==> src/rtl/pluto_spi_servo_frame.sv <==
// Pluto SPI servo frame slave: double-buffered PWM/dout writes committed per
// frame, snapshotted quad/din/status reads, and a host-silence watchdog.
module pluto_spi_servo_frame #(
    parameter int NCH       = 4,
    parameter int PWMBITS   = 11,
    parameter int DOUTW     = 10,
    parameter int WD_CYCLES = 4000000
) (
    input  logic              clk,
    input  logic              nRESET,
    input  logic              SCK,
    input  logic              SSEL,
    input  logic              MOSI,
    output logic              MISO,
    input  logic [32*NCH-1:0] quad_cnt,
    input  logic [7:0]        din,
    output logic [NCH-1:0]    up,
    output logic [NCH-1:0]    down,
    output logic [DOUTW-1:0]  dout,
    output logic              wd_tripped,
    output logic              frame_ok
);

    localparam logic [7:0] B_QEND = 8'(4*NCH);
    localparam logic [7:0] B_STAT = 8'(4*NCH+1);
    localparam logic [7:0] B_SEQL = 8'(4*NCH+2);
    localparam logic [7:0] B_SEQH = 8'(4*NCH+3);
    localparam logic [7:0] B_DLO  = 8'(2*NCH);
    localparam logic [7:0] B_DHI  = 8'(2*NCH+1);
    localparam logic [7:0] B_CTRL = 8'(2*NCH+2);
    localparam logic [7:0] B_LAST = 8'(4*NCH+4);
    localparam int WDW = $clog2(WD_CYCLES+1);
    localparam logic [WDW-1:0] WD_LAST = WDW'(WD_CYCLES-1);

    logic [2:0] sck_s, ssel_s;
    logic [1:0] mosi_s;
    logic sck_rise, sck_fall, ssel_fall, ssel_rise, sel, commit;
    logic [2:0] bit_cnt;
    logic [7:0] byte_cnt, tx_sr, wr_byte, rd_byte;
    logic [6:0] rx_sr;

    logic [32*NCH-1:0] snap_quad;
    logic [7:0]  snap_din, snap_stat;
    logic [15:0] snap_seq;

    // mode nibble: {dir, pdm, down-invert, up-invert}
    logic [PWMBITS-1:0] sh_duty [NCH];
    logic [3:0]         sh_mode [NCH];
    logic [DOUTW-1:0]   sh_dout;
    logic [1:0]         sh_ctrl;
    logic [PWMBITS-1:0] act_duty [NCH];
    logic [3:0]         act_mode [NCH];
    logic [DOUTW-1:0]   act_dout;
    logic [1:0]         act_ctrl;

    logic [15:0]    seq;
    logic [3:0]     err_cnt;
    logic [WDW-1:0] wd_cnt;

    logic [PWMBITS-1:0] pwm_cnt, pwm_rev, cmp;
    logic [NCH-1:0] up_d, down_d;
    logic en, hit;

    assign sck_rise  = sck_s[1] & ~sck_s[2];
    assign sck_fall  = ~sck_s[1] & sck_s[2];
    assign ssel_fall = ~ssel_s[1] & ssel_s[2];
    assign ssel_rise = ssel_s[1] & ~ssel_s[2];
    assign sel       = ~ssel_s[1];
    assign wr_byte   = {rx_sr, mosi_s[1]};
    assign commit    = ssel_rise && byte_cnt == B_LAST && bit_cnt == 3'd0;
    assign MISO      = ~SSEL & sel & tx_sr[7];
    assign dout      = wd_tripped ? '0 : act_dout;
    assign en        = act_ctrl[1] & ~wd_tripped;

    always_comb begin
        rd_byte = 8'h00;
        if (byte_cnt < B_QEND) rd_byte = snap_quad[8*byte_cnt +: 8];
        else if (byte_cnt == B_QEND) rd_byte = snap_din;
        else if (byte_cnt == B_STAT) rd_byte = snap_stat;
        else if (byte_cnt == B_SEQL) rd_byte = snap_seq[7:0];
        else if (byte_cnt == B_SEQH) rd_byte = snap_seq[15:8];
    end

    always_ff @(posedge clk or negedge nRESET) begin
        if (!nRESET) begin
            sck_s     <= 3'b000;
            ssel_s    <= 3'b111;
            mosi_s    <= 2'b00;
            bit_cnt   <= 3'd0;
            byte_cnt  <= 8'd0;
            rx_sr     <= 7'd0;
            tx_sr     <= 8'd0;
            snap_quad <= '0;
            snap_din  <= 8'd0;
            snap_stat <= 8'd0;
            snap_seq  <= 16'd0;
            sh_dout   <= '0;
            sh_ctrl   <= 2'b00;
            for (int i = 0; i < NCH; i++) begin
                sh_duty[i] <= '0;
                sh_mode[i] <= 4'd0;
            end
        end else begin
            sck_s  <= {sck_s[1:0], SCK};
            ssel_s <= {ssel_s[1:0], SSEL};
            mosi_s <= {mosi_s[0], MOSI};
            if (ssel_fall) begin
                bit_cnt   <= 3'd0;
                byte_cnt  <= 8'd0;
                snap_quad <= quad_cnt;
                snap_din  <= din;
                snap_stat <= {wd_tripped, 3'b000, err_cnt};
                snap_seq  <= seq;
                tx_sr     <= quad_cnt[7:0];
            end else if (sel && sck_rise) begin
                rx_sr   <= wr_byte[6:0];
                bit_cnt <= bit_cnt + 3'd1;
                if (bit_cnt == 3'd7) begin
                    if (byte_cnt != 8'hFF) byte_cnt <= byte_cnt + 8'd1;
                    for (int i = 0; i < NCH; i++) begin
                        for (int b = 0; b < PWMBITS; b++) begin
                            if (b < 8 && byte_cnt == 8'(2*i))
                                sh_duty[i][b] <= wr_byte[b%8];
                            if (b >= 8 && byte_cnt == 8'(2*i+1))
                                sh_duty[i][b] <= wr_byte[b%8];
                        end
                        if (byte_cnt == 8'(2*i+1)) sh_mode[i] <= wr_byte[7:4];
                    end
                    for (int b = 0; b < DOUTW; b++) begin
                        if (b < 8 && byte_cnt == B_DLO) sh_dout[b] <= wr_byte[b%8];
                        if (b >= 8 && byte_cnt == B_DHI) sh_dout[b] <= wr_byte[b%8];
                    end
                    if (byte_cnt == B_CTRL) sh_ctrl <= wr_byte[1:0];
                end
            end else if (sel && sck_fall) begin
                // bit_cnt wrapped to 0: byte_cnt already points at the next byte
                tx_sr <= (bit_cnt == 3'd0) ? rd_byte : {tx_sr[6:0], 1'b0};
            end
        end
    end

    always_ff @(posedge clk or negedge nRESET) begin
        if (!nRESET) begin
            act_dout   <= '0;
            act_ctrl   <= 2'b00;
            seq        <= 16'd0;
            err_cnt    <= 4'd0;
            wd_cnt     <= '0;
            wd_tripped <= 1'b1;
            frame_ok   <= 1'b0;
            for (int i = 0; i < NCH; i++) begin
                act_duty[i] <= '0;
                act_mode[i] <= 4'd0;
            end
        end else begin
            frame_ok <= commit;
            if (commit) begin
                for (int i = 0; i < NCH; i++) begin
                    act_duty[i] <= sh_duty[i];
                    act_mode[i] <= sh_mode[i];
                end
                act_dout <= sh_dout;
                act_ctrl <= sh_ctrl;
                seq      <= seq + 16'd1;
                wd_cnt   <= '0;
                if (sh_ctrl[0]) wd_tripped <= 1'b0;
            end else begin
                if (ssel_rise && err_cnt != 4'hF) err_cnt <= err_cnt + 4'd1;
                if (wd_cnt == WD_LAST) begin
                    wd_tripped <= 1'b1;
                    act_dout   <= '0;
                end else begin
                    wd_cnt <= wd_cnt + WDW'(1);
                end
            end
        end
    end

    always_comb begin
        pwm_rev = pwm_cnt;
        for (int k = 0; k < PWMBITS-4; k++) pwm_rev[4+k] = pwm_cnt[PWMBITS-1-k];
    end

    always_comb begin
        up_d   = '0;
        down_d = '0;
        cmp    = '0;
        hit    = 1'b0;
        for (int i = 0; i < NCH; i++) begin
            cmp       = act_mode[i][2] ? pwm_rev : pwm_cnt;
            hit       = act_duty[i] > cmp;
            up_d[i]   = act_mode[i][0] ^ (~act_mode[i][3] & hit & en);
            down_d[i] = act_mode[i][1] ^ (act_mode[i][3] & hit & en);
        end
    end

    always_ff @(posedge clk or negedge nRESET) begin
        if (!nRESET) begin
            pwm_cnt <= '0;
            up      <= '0;
            down    <= '0;
        end else begin
            pwm_cnt <= pwm_cnt + PWMBITS'(1);
            up      <= up_d;
            down    <= down_d;
        end
    end

endmodule

==> config.mk <==
export PLATFORM = sky130hd
export DESIGN_NAME = pluto_spi_servo_frame
export DESIGN_NICKNAME = d
export VERILOG_FILES = /design/src/rtl/pluto_spi_servo_frame.sv
export SDC_FILE = /design/constraint.sdc
export NUM_CORES = 1
export LEC_CHECK = 0
export ABC_CLOCK_PERIOD_IN_PS = 3600
export BUFFER_PORTS_ARGS = -buffer_cell sky130_fd_sc_hd__buf_2
export CAP_MARGIN = 30
export CELL_PAD_IN_SITES_DETAIL_PLACEMENT = 1
export CELL_PAD_IN_SITES_GLOBAL_PLACEMENT = 2
export CORE_MARGIN = 3
export CORE_UTILIZATION = 42
export DETAILED_ROUTE_END_ITERATION = 8
export GPL_TIMING_DRIVEN = 0
export PLACE_DENSITY_LB_ADDON = 0.3
export REMOVE_ABC_BUFFERS = 1
export SYNTH_ARGS = -nofsm -noshare
export SYNTH_HDL_FRONTEND = slang
export SYNTH_SLANG_ARGS = --single-unit
==> constraint.sdc <==
create_clock -name clk -period 3.6 [get_ports clk]
set_clock_uncertainty 0.1 [all_clocks]
set_input_delay 0.18 -clock clk [delete_from_list [all_inputs] [get_ports clk]]
set_output_delay 0.18 -clock clk [all_outputs]
set_load 0.005 [all_outputs]
==> impl_metrics.ini <==
[run_status]
status = completed

[final_layout]
fin_nets = 2277
fillerInstances = 4805
final_core_util_pct = 53.2
drive_gt1_share_pct = 18.4
register_area_um2 = 9940
final_cells = 2703
multiInputGateArea_um2 = 8130
area_growth_pct = 24.2

[clock_tree]
tritoncts = done
path_clk_slew_ns = 0.06
worstSkewPairLatency_ns = 0.57
htree_num_levels = 2
cts_buffer_depth = 3
numCtsBuffers = 44
root_buffer = clkbuf_16
clock_sinks = 397

[logic_synthesis]
yosysSeqAreaShare_pct = 53.5
synth_largest_area_cell = dfrtp_1
synth.most_common_cell = nand2_1
ys_seq_elements = 397
netlist_top_cells_area = dfrtp_1 53%, nand2_1 14%, ha_1 3.7%, mux4_2 3.4%, mux2_4 3.1%
synth_common_cells = 685 x nand2_1, 393 x dfrtp_1, 73 x clkbuf_1
synth_cell_type_count = 70
syn_avg_cell_area_um2 = 10.3
yosysWarnings = 0
synth_ff_type = dfrtp_1
syn_area_um2 = 18600
synth_edf_count = 0
syn_inst = 1810
synth_top_area_share_pct = 52.9
synthArstFlopShare_pct = 100

[global_route]
first_global_vias = 15631
grt-ovfl-total = 0
grt_max_degree = 125
grt_usage_pct = 22.8
antenna_found_initial = 1
grt_pass1_wl_um = 85600

[setup_path]
startpoint_type = flip-flop
cp_data_arrival_time_ns = 3.61
cp_data_required_time_ns = 3.93
cp_max_fo = 33
crit_type = flip-flop to flip-flop
crit_path_end_kind = flip-flop

[sta]
setup_viol = 0
relSlewSlack_pct = 39.9
holdWs_ns = 0.153
max_freq_mhz = 305
drv_slew = 0
fin_crit_sh_pct = 91.0
period_needed_ns = 3.28
finalHoldViolCount = 0
worstMarginPinSlew_ns = 0.902
setup_tns_ns = 0
grt_setup_unrepaired = false

[floorplanning]
num_rows = 76
initial_core_util_pct = 42.8
die_area_um2 = 46800
core_area_um2 = 43400
fp.dieW_um = 216
dieHeight_um = 216
ioPinCount = 162

[detailed_routing]
via_count = 14097
drc = 0
routed.top_layer = met4
viasPerCell = 5.22
postRouteAntennaNets = 0
wl_met2_um = 25700
post_drt_wl_per_cell_um = 19.3
first_iter_violations = 740
first_pass_iters = 5
wl_met3_um = 1830
drt_wl_total_um = 52100
routedLengthMet1_um = 23200

[worst_hold_path]
hp-class = input pin to flip-flop

[placement]
dp_cells = 2474
io_buffers = 161
dpl.hpwl_um = 32400
gp_congestion = 0.778

[pwr]
irDropWorstVdd_v = 0.000357
p_per_area_nw_per_um2 = 455
p_leak_nw = 11.4

[flow_run]
maxCapViolCount = 0
==> stage by stage <==
stage / total power, mW / cell area [um^2] / setup slack (ns)
final: 10.5 / 23100 / 0.323
after global routing: 10.9 / 23100 / 0.0460
after CTS: 10.6 / 23100 / 0.0408
after detailed placement: 5.80 / 20100 / -0.186
after global placement: 5.77 / 19700 / -6.97
after floorplan: 5.38 / 18100 / -3.12
==> sequential cells by signal, summed over array words and instances, names as in the netlist, 7 cells and up <==
signal,cells
snap_seq,16
byte_cnt,8
snap_din,8
pwm_cnt,11
act_duty,44
wd_cnt,22
sh_mode,16
sh_duty,44
snap_quad,128
rx_sr,7
seq,16
act_dout,10
tx_sr,8
act_mode,16
sh_dout,10
==> final cells by class <==
| cell class | instances | area share (%) |
|---|---|---|
| clock inverter | 14 | 0.700 |
| antenna | 1 | 0.0108 |
| inverter | 24 | 0.390 |
| sequential | 397 | 43.1 |
| clock buffer | 68 | 5.78 |
| multi-input combinational | 1286 | 35.3 |
| tap | 585 | 3.17 |
| timing repair buffer | 328 | 11.6 |
==> power breakdown <==
| group | switching, mW | internal, mW | leakage [nW] | total [mW] |
|---|---|---|---|---|
| registers | 0.276 | 4.74 | 5.22 | 5.02 |
| clock network | 1.89 | 2.77 | 0.733 | 4.66 |
| logic | 0.419 | 0.407 | 5.44 | 0.827 |
| total | 2.58 | 7.92 | 11.4 | 10.5 |
==> critical path, cell delays in order, from the launching register on <==
cell and delay [ns]:
dfrtp_2 0.94, ha_1 0.77, nor2b_2 0.24, a221oi_1 0.56
nor3_1 0.21, nor4_1 0.21, o211ai_1 0.11
==> repair_timing <==
item / 4_1_cts / 5_1_grt
endpoints found under the setup margin: 51 / 10
hold buffers: 142 / 0
resized for setup: 1 / 2
buffers inserted: 4 / 0
hold endpoints to repair: 540 / 0
==> per-layer routing <==
| layer | vias to the layer above | global-route usage (%) |
|---|---|---|
| li1 | 6622 | - |
| met1 | 7136 | 29.8 |
| met2 | 244 | 39.5 |
| met3 | 95 | 3.18 |
| met4 | 0 | 6.85 |
| met5 | - | 0 |
==> cell families after synthesis <==
| kind of cell | count (synthesis) | share of synthesized area (%) |
|---|---|---|
| simple gates | 883 | 20.6 |
| flops | 397 | 53.5 |
| compound gates | 149 | 5.74 |
| mux | 146 | 11.1 |
| buf+inv | 127 | 2.88 |
| fa+ha+maj | 55 | 3.70 |
| xor+xnor | 53 | 2.50 |
==> layout by cell type (no fill, tap or decap), types with 16 or more instances in the layout <==
cell,n
a21oi_1,16
nand3_1,24
dfrtp_1,391
xnor2_1,24
nor2b_1,25
nand4_1,19
nor3_1,16
xor2_1,29
o21ai_0,36
mux4_2,28
mux2_2,42
mux2_4,38
dlygate4sd3_1,142
buf_2,161
clkbuf_16,45
nor2_1,37
inv_1,24
nand2_1,685
mux2i_1,38
ha_1,54
==> worst paths after layout <==
kind / start / depth (start not counted) / slack (ns) / end
max in group asynchronous: nRESET / 4 / 1.87 / byte_cnt[0]
min in group asynchronous: nRESET / 3 / 0.54 / wd_cnt[9]
min: MOSI / 2 / 0.15 / mosi_s[0]
max reg2reg: byte_cnt[1] / 6 / 0.32 / tx_sr[4]
max: byte_cnt[1] / 6 / 0.32 / tx_sr[4]
min reg2reg: sck_s[0] / 0 / 0.26 / sck_s[1]
Note: power is estimated with default switching activity, not from simulation.
